--- config.mk ---
export PLATFORM = sky130hd
export DESIGN_NAME = pl_hazard_fwd_flat
export DESIGN_NICKNAME = d
export VERILOG_FILES = /design/src/rtl/pl_hazard_fwd_if.sv /design/src/rtl/pl_hazard_fwd.sv /design/src/flat_wrapper.sv
export SDC_FILE = /design/constraint.sdc
export NUM_CORES = 1
export LEC_CHECK = 0
export BUFFER_PORTS_ARGS = -buffer_cell sky130_fd_sc_hd__buf_2
export CAP_MARGIN = 20
export CORE_AREA = 2 2 113 115
export CTS_CLUSTER_DIAMETER = 50
export DETAILED_ROUTE_END_ITERATION = 6
export DIE_AREA = 0 0 115 117
export PLACE_DENSITY = 0.81
export SYNTH_ARGS = -nofsm -noshare
export SYNTH_HDL_FRONTEND = slang
export SYNTH_SLANG_ARGS = --single-unit
--- constraint.sdc ---
create_clock -name clk -period 6 [get_ports clk]
set_input_delay 0.3 -clock clk [delete_from_list [all_inputs] [get_ports clk]]
set_output_delay 0.3 -clock clk [all_outputs]
set_load 0.02 [all_outputs]
--- src/rtl/pl_hazard_fwd_if.sv ---
// rtl/pl_hazard_fwd_if.sv - ID/EX-side signal bundle of the hazard detection and forwarding unit
interface pl_hazard_fwd_if #(
  parameter int XLEN   = 32,
  parameter int NSTAGE = 3,
  parameter int LATW   = 2,
  parameter int CNTW   = 16,
  parameter int SELW   = $clog2(NSTAGE)
);
  logic                   id_valid;
  logic [4:0]             id_rs1;
  logic [4:0]             id_rs2;
  logic                   id_use_rs1;
  logic                   id_use_rs2;
  logic [4:0]             id_rd;
  logic                   id_wen;
  logic [LATW-1:0]        id_lat;
  logic                   flush;
  logic [XLEN-1:0]        ex_rd1;
  logic [XLEN-1:0]        ex_rd2;
  logic [NSTAGE*XLEN-1:0] stage_res;
  logic                   stall;
  logic [XLEN-1:0]        ex_op_a;
  logic [XLEN-1:0]        ex_op_b;
  logic [SELW-1:0]        fwd_a_sel;
  logic [SELW-1:0]        fwd_b_sel;
  logic [NSTAGE-1:0]      slot_valid;
  logic [CNTW-1:0]        stall_cnt;
  logic [CNTW-1:0]        flush_cnt;

  modport master (
    output id_valid, id_rs1, id_rs2, id_use_rs1, id_use_rs2, id_rd, id_wen, id_lat,
    output flush, ex_rd1, ex_rd2, stage_res,
    input  stall, ex_op_a, ex_op_b, fwd_a_sel, fwd_b_sel, slot_valid, stall_cnt, flush_cnt
  );

  modport slave (
    input  id_valid, id_rs1, id_rs2, id_use_rs1, id_use_rs2, id_rd, id_wen, id_lat,
    input  flush, ex_rd1, ex_rd2, stage_res,
    output stall, ex_op_a, ex_op_b, fwd_a_sel, fwd_b_sel, slot_valid, stall_cnt, flush_cnt
  );
endinterface

--- src/rtl/pl_hazard_fwd.sv ---
// rtl/pl_hazard_fwd.sv - NSTAGE-slot hazard detection, load-use stall and EX operand forwarding
module pl_hazard_fwd #(
  parameter int XLEN   = 32,
  parameter int NSTAGE = 3,
  parameter int LATW   = 2,
  parameter int CNTW   = 16,
  parameter int SELW   = $clog2(NSTAGE)
) (
  input  logic           clk,
  input  logic           rst_n,
  pl_hazard_fwd_if.slave bus
);

  logic [NSTAGE-1:0] valid_q, valid_d;
  logic [NSTAGE-1:0] wen_q, wen_d;
  logic [4:0]        rd_q  [NSTAGE];
  logic [4:0]        rd_d  [NSTAGE];
  logic [LATW-1:0]   lat_q [NSTAGE];
  logic [LATW-1:0]   lat_d [NSTAGE];
  logic [4:0]        rs1_q, rs1_d, rs2_q, rs2_d;
  logic              use1_q, use1_d, use2_q, use2_d;
  logic [CNTW-1:0]   stall_cnt_q, stall_cnt_d;
  logic [CNTW-1:0]   flush_cnt_q, flush_cnt_d;

  logic              wait_a, wait_b, stall, take;
  logic [SELW-1:0]   sel_a, sel_b;
  logic [XLEN-1:0]   op_a, op_b;

  // Scan oldest to youngest so the nearest producer overwrites any older one.
  always_comb begin : detect
    wait_a = 1'b0;
    wait_b = 1'b0;
    for (int j = NSTAGE - 1; j >= 0; j--) begin
      if (valid_q[j] && wen_q[j] && bus.id_use_rs1 && bus.id_rs1 != 5'd0 && rd_q[j] == bus.id_rs1)
        wait_a = int'(lat_q[j]) > j;
      if (valid_q[j] && wen_q[j] && bus.id_use_rs2 && bus.id_rs2 != 5'd0 && rd_q[j] == bus.id_rs2)
        wait_b = int'(lat_q[j]) > j;
    end
    stall = bus.id_valid && !bus.flush && (wait_a || wait_b);
    take  = bus.id_valid && !bus.flush && !stall;
  end

  always_comb begin : forward
    sel_a = '0;
    sel_b = '0;
    op_a  = bus.ex_rd1;
    op_b  = bus.ex_rd2;
    for (int k = NSTAGE - 1; k >= 1; k--) begin
      if (valid_q[0] && use1_q && rs1_q != 5'd0 && valid_q[k] && wen_q[k] && rd_q[k] == rs1_q) begin
        sel_a = SELW'(k);
        op_a  = bus.stage_res[k*XLEN +: XLEN];
      end
      if (valid_q[0] && use2_q && rs2_q != 5'd0 && valid_q[k] && wen_q[k] && rd_q[k] == rs2_q) begin
        sel_b = SELW'(k);
        op_b  = bus.stage_res[k*XLEN +: XLEN];
      end
    end
  end

  // Bubbles clear every field so a stale source can never trigger a forward.
  always_comb begin : next_state
    valid_d[0] = take;
    wen_d[0]   = take && bus.id_wen;
    rd_d[0]    = take ? bus.id_rd  : 5'd0;
    lat_d[0]   = take ? bus.id_lat : '0;
    rs1_d      = take ? bus.id_rs1 : 5'd0;
    rs2_d      = take ? bus.id_rs2 : 5'd0;
    use1_d     = take && bus.id_use_rs1;
    use2_d     = take && bus.id_use_rs2;
    for (int k = 1; k < NSTAGE; k++) begin
      valid_d[k] = valid_q[k-1];
      wen_d[k]   = wen_q[k-1];
      rd_d[k]    = rd_q[k-1];
      lat_d[k]   = lat_q[k-1];
    end
    stall_cnt_d = stall_cnt_q;
    if (stall && stall_cnt_q != '1)
      stall_cnt_d = stall_cnt_q + CNTW'(1);
    flush_cnt_d = flush_cnt_q;
    if (bus.flush && bus.id_valid && flush_cnt_q != '1)
      flush_cnt_d = flush_cnt_q + CNTW'(1);
  end

  always_ff @(posedge clk or negedge rst_n) begin
    if (!rst_n) begin
      valid_q     <= '0;
      wen_q       <= '0;
      for (int k = 0; k < NSTAGE; k++) begin
        rd_q[k]  <= 5'd0;
        lat_q[k] <= '0;
      end
      rs1_q       <= 5'd0;
      rs2_q       <= 5'd0;
      use1_q      <= 1'b0;
      use2_q      <= 1'b0;
      stall_cnt_q <= '0;
      flush_cnt_q <= '0;
    end else begin
      valid_q     <= valid_d;
      wen_q       <= wen_d;
      for (int k = 0; k < NSTAGE; k++) begin
        rd_q[k]  <= rd_d[k];
        lat_q[k] <= lat_d[k];
      end
      rs1_q       <= rs1_d;
      rs2_q       <= rs2_d;
      use1_q      <= use1_d;
      use2_q      <= use2_d;
      stall_cnt_q <= stall_cnt_d;
      flush_cnt_q <= flush_cnt_d;
    end
  end

  assign bus.stall      = stall;
  assign bus.ex_op_a    = op_a;
  assign bus.ex_op_b    = op_b;
  assign bus.fwd_a_sel  = sel_a;
  assign bus.fwd_b_sel  = sel_b;
  assign bus.slot_valid = valid_q;
  assign bus.stall_cnt  = stall_cnt_q;
  assign bus.flush_cnt  = flush_cnt_q;

endmodule

--- src/flat_wrapper.sv ---
// flat-port wrapper written by rule: the top's interface ports become plain ports
module pl_hazard_fwd_flat 
#(
  parameter int XLEN   = 32,
  parameter int NSTAGE = 3,
  parameter int LATW   = 2,
  parameter int CNTW   = 16,
  parameter int SELW   = $clog2(NSTAGE)
)
  (clk, rst_n, bus_id_valid, bus_id_rs1, bus_id_rs2, bus_id_use_rs1, bus_id_use_rs2, bus_id_rd, bus_id_wen, bus_id_lat, bus_flush, bus_ex_rd1, bus_ex_rd2, bus_stage_res, bus_stall, bus_ex_op_a, bus_ex_op_b, bus_fwd_a_sel, bus_fwd_b_sel, bus_slot_valid, bus_stall_cnt, bus_flush_cnt);
  pl_hazard_fwd_if #(.XLEN(XLEN), .NSTAGE(NSTAGE), .LATW(LATW), .CNTW(CNTW), .SELW(SELW)) bus_i ();
  input  logic clk;
  input  logic rst_n;
  input wire logic [$bits(bus_i.id_valid)-1:0] bus_id_valid;
  input wire logic [$bits(bus_i.id_rs1)-1:0] bus_id_rs1;
  input wire logic [$bits(bus_i.id_rs2)-1:0] bus_id_rs2;
  input wire logic [$bits(bus_i.id_use_rs1)-1:0] bus_id_use_rs1;
  input wire logic [$bits(bus_i.id_use_rs2)-1:0] bus_id_use_rs2;
  input wire logic [$bits(bus_i.id_rd)-1:0] bus_id_rd;
  input wire logic [$bits(bus_i.id_wen)-1:0] bus_id_wen;
  input wire logic [$bits(bus_i.id_lat)-1:0] bus_id_lat;
  input wire logic [$bits(bus_i.flush)-1:0] bus_flush;
  input wire logic [$bits(bus_i.ex_rd1)-1:0] bus_ex_rd1;
  input wire logic [$bits(bus_i.ex_rd2)-1:0] bus_ex_rd2;
  input wire logic [$bits(bus_i.stage_res)-1:0] bus_stage_res;
  output wire logic [$bits(bus_i.stall)-1:0] bus_stall;
  output wire logic [$bits(bus_i.ex_op_a)-1:0] bus_ex_op_a;
  output wire logic [$bits(bus_i.ex_op_b)-1:0] bus_ex_op_b;
  output wire logic [$bits(bus_i.fwd_a_sel)-1:0] bus_fwd_a_sel;
  output wire logic [$bits(bus_i.fwd_b_sel)-1:0] bus_fwd_b_sel;
  output wire logic [$bits(bus_i.slot_valid)-1:0] bus_slot_valid;
  output wire logic [$bits(bus_i.stall_cnt)-1:0] bus_stall_cnt;
  output wire logic [$bits(bus_i.flush_cnt)-1:0] bus_flush_cnt;
  assign bus_i.id_valid = bus_id_valid;
  assign bus_i.id_rs1 = bus_id_rs1;
  assign bus_i.id_rs2 = bus_id_rs2;
  assign bus_i.id_use_rs1 = bus_id_use_rs1;
  assign bus_i.id_use_rs2 = bus_id_use_rs2;
  assign bus_i.id_rd = bus_id_rd;
  assign bus_i.id_wen = bus_id_wen;
  assign bus_i.id_lat = bus_id_lat;
  assign bus_i.flush = bus_flush;
  assign bus_i.ex_rd1 = bus_ex_rd1;
  assign bus_i.ex_rd2 = bus_ex_rd2;
  assign bus_i.stage_res = bus_stage_res;
  assign bus_stall = bus_i.stall;
  assign bus_ex_op_a = bus_i.ex_op_a;
  assign bus_ex_op_b = bus_i.ex_op_b;
  assign bus_fwd_a_sel = bus_i.fwd_a_sel;
  assign bus_fwd_b_sel = bus_i.fwd_b_sel;
  assign bus_slot_valid = bus_i.slot_valid;
  assign bus_stall_cnt = bus_i.stall_cnt;
  assign bus_flush_cnt = bus_i.flush_cnt;
  pl_hazard_fwd #(.XLEN(XLEN), .NSTAGE(NSTAGE), .LATW(LATW), .CNTW(CNTW), .SELW(SELW)) u_core (.clk(clk), .rst_n(rst_n), .bus(bus_i));
endmodule
# [Word-level counts from Yosys, hierarchy flattened]
# Cells that the tools add are included.
[op_classes] magnitude_cmp=3 addsub=2 n_reduce_logical=53 muxes=18 eq_ne=12
[ops] operator="$mux 32" count=4
[ops] operator="$eq 5x5->1" count=10
[ops] operator="$logic_and 1x1->1" count=46
[ops] operator="$add 16x1->16 const B" count=2
[ops] operator="$ne 16x16->1 const B" count=2
[ops] operator="$reduce_bool 5->1" count=4
[ops] operator="$mux 5" count=3
[ops] operator="$mux 2" count=5
[ops] operator="$mux 1" count=6
[ops] operator="$gt 2x1->1 const B" count=2
[ops] operator="$gt 2x2->1 const B" count=1
[ops] operator="$logic_not 1->1" count=2
[ops] operator="$logic_or 1x1->1" count=1
[totals] word_cells=102 out_inout_bits=104 register_bits=71 inputBits=184

# [Depth between registers and ports, before layout]
[logic_depth] depth_word=12 mapped_depth=9 mapped_depth_nobuf=8

# [Least setup slack after synthesis]
# OpenSTA, ideal clock, no wires.
[synth_path] path_kind="flip-flop to output port" startpoint="register u_core.rs1_q[1]" endpoint="output port bus_ex_op_a[13]" arrival_time_ns=2.134 n_path_buf=2 required_ns=5.700 path_stages_with_launch=8 setup_slack_ns=3.566 path_cell_list="dfrtp_1 -> or3_1 -> o311a_1 -> nand4_1 -> clkbuf_1 -> buf_1 -> nor2_1 -> a21oi_1"
[synth_via] elab_chain_cells=7
[synth_rtl] element="start: declaration" line_no="pl_hazard_fwd.sv:20" text="logic [4:0] rs1_q, rs1_d, rs2_q, rs2_d;"
[synth_rtl] element="start signal: assignment" line_no="pl_hazard_fwd.sv:105" text="rs1_q <= rs1_d;"
[synth_rtl] element="$reduce_bool 5->1" line_no="pl_hazard_fwd.sv:49" text="if (valid_q[0] && use1_q && rs1_q != 5'd0 && valid_q[k] && wen_q[k] && rd_q[k] == rs1_q) begin"
[synth_rtl] element="$logic_and 1x1->1 (4 in series)" line_no="pl_hazard_fwd.sv:49"
[synth_rtl] element="$mux 32" line_no="pl_hazard_fwd.sv:49"
[synth_rtl] element="$mux 32 (*)" line_no="pl_hazard_fwd.sv:49"
[synth_rtl] element="end: declaration" line_no="flat_wrapper.sv:27" text="output wire logic [$bits(bus_i.ex_op_a)-1:0] bus_ex_op_a;"
# Mark *: on every way between the ends. The rest lies on a longest branch, timed or not.

# [Final worst setup path]
[layout_path] startpoint="register u_core.rs2_q[1]" endpoint="output port bus_ex_op_b[29]"
[layout_via] elab_chain_cells=7
[layout_rtl] element="start: declaration" line_no="pl_hazard_fwd.sv:20"
[layout_rtl] element="start signal: assignment" line_no="pl_hazard_fwd.sv:106" text="rs2_q <= rs2_d;"
[layout_rtl] element="$reduce_bool 5->1" line_no="pl_hazard_fwd.sv:53" text="if (valid_q[0] && use2_q && rs2_q != 5'd0 && valid_q[k] && wen_q[k] && rd_q[k] == rs2_q) begin"
[layout_rtl] element="$logic_and 1x1->1 (4 in series)" line_no="pl_hazard_fwd.sv:53"
[layout_rtl] element="$mux 32" line_no="pl_hazard_fwd.sv:53"
[layout_rtl] element="$mux 32 (*)" line_no="pl_hazard_fwd.sv:53"
[layout_rtl] element="end: declaration" line_no="flat_wrapper.sv:28" text="output wire logic [$bits(bus_i.ex_op_b)-1:0] bus_ex_op_b;"
# Marked as above.

==> out/qor.csv <==
stage,metric,value,unit
status,status,"complete, no violations",
floorplanning,core,0.0123,mm²
critical_path,start_kind,flip-flop,
floorplanning,die_y,117,µm
route,wl_per_cell,17.1,µm
power_and_ir_drop,leakagePower,3.76,nW
finish,nFillCells,1159,
finish,fin_util,52.3,%
sta,rsz0062_at_grt,no,
route,ant_nets,0,
sta,post-route-min-period,3.14,ns
placement,dp.cells,899,
clocking,ctsResizeCount,0,
floorplanning,dieArea,0.0135,mm²
sta,worst_pin_slew,0.855,ns
placement,routabilityCongestion,0.886,
synthesis,yosys.cell_types.count,43,
synthesis,synth-seq-cells,71,
critical_path,arrival,2.84,ns
global_route,grt_max_degree,72,
worst_hold_path,min_path_type,in2async,
synthesis,yosysSeqAreaShare,37.9,%
clocking,clock_latency,0.33,ns
global_route,grt_pass1_vias,4343,
finish,area_growth_syn_to_layout,37.1,%
route,routed_wl,15800,µm
critical_path,slowest_delay,0.56,ns
synthesis,synth_area,0.00469,mm²
clocking,htree_levels,3,
floorplanning,io-pin-count,288,
placement,hpwlAfterDp,12400,µm
sta,drv_slew,0,
critical_path,required,5.70,ns
synthesis,ys_top_cells_by_area,"dfrtp_1 38%, mux2i_1 14%, xor2_1 7.7%, a21oi_1 7.3%, xnor2_1 6.7%",
global_route,antenna_found_initial,7,
sta,finClkSkew,0.00607,ns
sta,hold_slack,0.165,ns
clocking,clk_pin_slew,0.05,ns
route,vias,4718,
synthesis,synth_nets,697,
sta,hold_viol,0,
placement,port_buffers,255,
global_route,grt_pass1_wl,22200,µm
sta,fin_setup_tns,0,ns
clocking,clockBufferDepth,2,
power_and_ir_drop,ir_worst_vdd,0.000228,V
critical_path,critPathKind,reg2out,
clocking,cts_tree,built,
finish,final-instance-count-excl-fill,921,
critical_path,end_kind,primary output,
finish,fin_nets,947,
critical_path,slowest_stage,buf_4,
route,drt_iter0_drc,298,
clocking,cts_hold_buf,0,
sta,slew-limit-headroom,43.0,%
sta,fmax,318,MHz
critical_path,path_cells,or3_1 > o311a_1 > nand4_1 > buf_4 > nor2_1 > a21oi_1 > buf_2,
clocking,clock_sinks,71,
synthesis,yosysTopAreaCell,dfrtp_1,
floorplanning,die_x,115,µm
finish,layout_common_cells,"255 x buf_2, 79 x nor2_1, 71 x dfrtp_1",
job,drv_cap,0,
synthesis,yosysWarnings,0,
route,first_pass_iters,4,
route,vias_per_cell,5.12,
sta,min_period_over_period,52.3,%
global_route,grt.overflow.total,0,
floorplanning,fp-row-count,41,
clocking,cts_inserted_buffers,9,
synthesis,netlist_instances,511,
synthesis,netlist.area_leader.share,37.9,%
critical_path,cp_max_fo,59,
global_route,grt.total_usage,21.6,%
route,drcViolationCount,0,
finish,final_common_cell,buf_2,
power_and_ir_drop,power_density,205,mW/mm²
finish,drive_gt1_share,37.9,%
clocking,cts_root_buffer,clkbuf_16,
sta,finalSetupViolations,0,
clocking,post_cts_buffers,0,
floorplanning,start_util,38.1,%
synthesis,syn_area_per_cell,9.18,µm²
[metrics by stage]
stage          setup WS (ns)  cell area, µm²  power, mW
2_1_floorplan           3.57            4690      0.691
3_3_place_gp            2.97            6090      0.824
3_5_place_dp            3.09            6130      0.831
4_1_cts                 2.82            6410       1.33
5_1_grt                 2.69            6430       1.37
6_report                2.86            6430       1.32
[final timing paths]
path / start / end / slack, ns / depth (start not counted)
worst max-delay path: u_core.rs2_q[1] / bus_ex_op_b[29] / 2.86 / 7
worst min-delay path: rst_n / u_core.bus.stall_cnt[0] / 0.16 / 2
worst max register to register: u_core.rd_d[4] / u_core.bus.stall_cnt[1] / 3.23 / 6
worst min register to register: u_core.lat_d[0] / u_core.lat_q[0] / 0.36 / 0
max in group asynchronous: rst_n / u_core.bus.flush_cnt[7] / 5.28 / 2
min in group clk: bus_id_lat[1] / u_core.lat_d[3] / 0.18 / 2
[flip-flops by register name, summed over array words and instances, names as in the netlist]
name / flops
u_core.bus.flush_cnt: 16
u_core.bus.slot_valid: 3
u_core.lat_q: 2
u_core.rd_d: 10
u_core.use2_q: 1
u_core.wen_q: 3
u_core.use1_q: 1
u_core.rs1_q: 5
u_core.bus.stall_cnt: 16
u_core.rd_q: 5
u_core.rs2_q: 5
u_core.lat_d: 4
[layout make-up]
type                            instances  area, µm²  share of cell area [%]
Antenna cell                            6       15.0                   0.233
Clock buffer                           15        278                    4.32
Inverter                                3       11.3                   0.175
Multi-Input combinational cell        414       2810                    43.7
Sequential cell                        71       1780                    27.6
Tap cell                              150        188                    2.92
Timing Repair Buffer                  262       1350                    21.0
[critical path: cells and delay by family, from the launching register on]
family / cells / cell delay [ns]
AO/OA/AOI/OAI: 2 / 0.56
buffers and inverters: 2 / 0.77
flip-flops: 1 / 0.40
AND/OR/NAND/NOR: 3 / 0.76
[where the power goes]
group          total [mW]  internal, mW  leakage, nW  switching (mW)
clock network       0.489         0.311        0.136           0.177
logic               0.277         0.121         2.67           0.156
registers           0.551         0.509        0.959          0.0414
total                1.32         0.942         3.76           0.375
[Yosys cell counts]
| library cell | number |
|---|---|
| nor3b_1 | 2 |
| a2111oi_0 | 1 |
| and2_2 | 1 |
| mux2i_1 | 64 |
| nor4_1 | 10 |
| xor2_1 | 41 |
| inv_1 | 3 |
| xnor2_1 | 36 |
| or4_4 | 1 |
| o22a_1 | 1 |
| o311a_1 | 2 |
| a31oi_1 | 2 |
| a31oi_4 | 1 |
| o21a_1 | 1 |
| nor3_1 | 3 |
| a21oi_1 | 68 |
| nand2b_1 | 2 |
| nor2_1 | 79 |
| nand3_2 | 2 |
| buf_2 | 7 |
| xnor2_2 | 1 |
| and2_1 | 21 |
| buf_6 | 1 |
| mux2_2 | 2 |
| o211ai_1 | 2 |
| nand4_1 | 13 |
| clkbuf_1 | 7 |
| o211a_1 | 1 |
| buf_1 | 8 |
| nand3_1 | 16 |
| nand2_1 | 19 |
| o21ai_0 | 1 |
| a311oi_2 | 2 |
| dfrtp_1 | 71 |
| and4_1 | 3 |
| nor2b_1 | 1 |
| o2111ai_2 | 1 |
| and3_1 | 5 |
| nand4_4 | 1 |
| or4_1 | 1 |
| or3_1 | 3 |
| ha_1 | 2 |
| or2_2 | 2 |
[logic make-up (layout without fill, tap and decap cells)]
kind of cell               count (synthesis)  in the layout  share of synthesized area (%)
buffers and inverters                     26            280                           2.43
xor gates and xnor gates                  78             78                           14.7
muxes                                     66             66                           14.1
and+or+nand+nor                          185            185                           19.8
other                                      0              6                              0
adders and majority gates                  2              2                          0.533
DFF                                       71             71                           37.9
AOI/OAI and AO/OA                         83             83                           10.5
[metal layers]
layer / share of wire [%] / track usage (%) / vias up
met5: 0.082 / 0 / -
met4: 3.4 / 10.4 / 2
met3: 8.9 / 6.54 / 30
met2: 50 / 37.7 / 217
met1: 38 / 24.3 / 2172
li1: - / - / 2297
No activity file was read; power rests on OpenSTA's default activity.
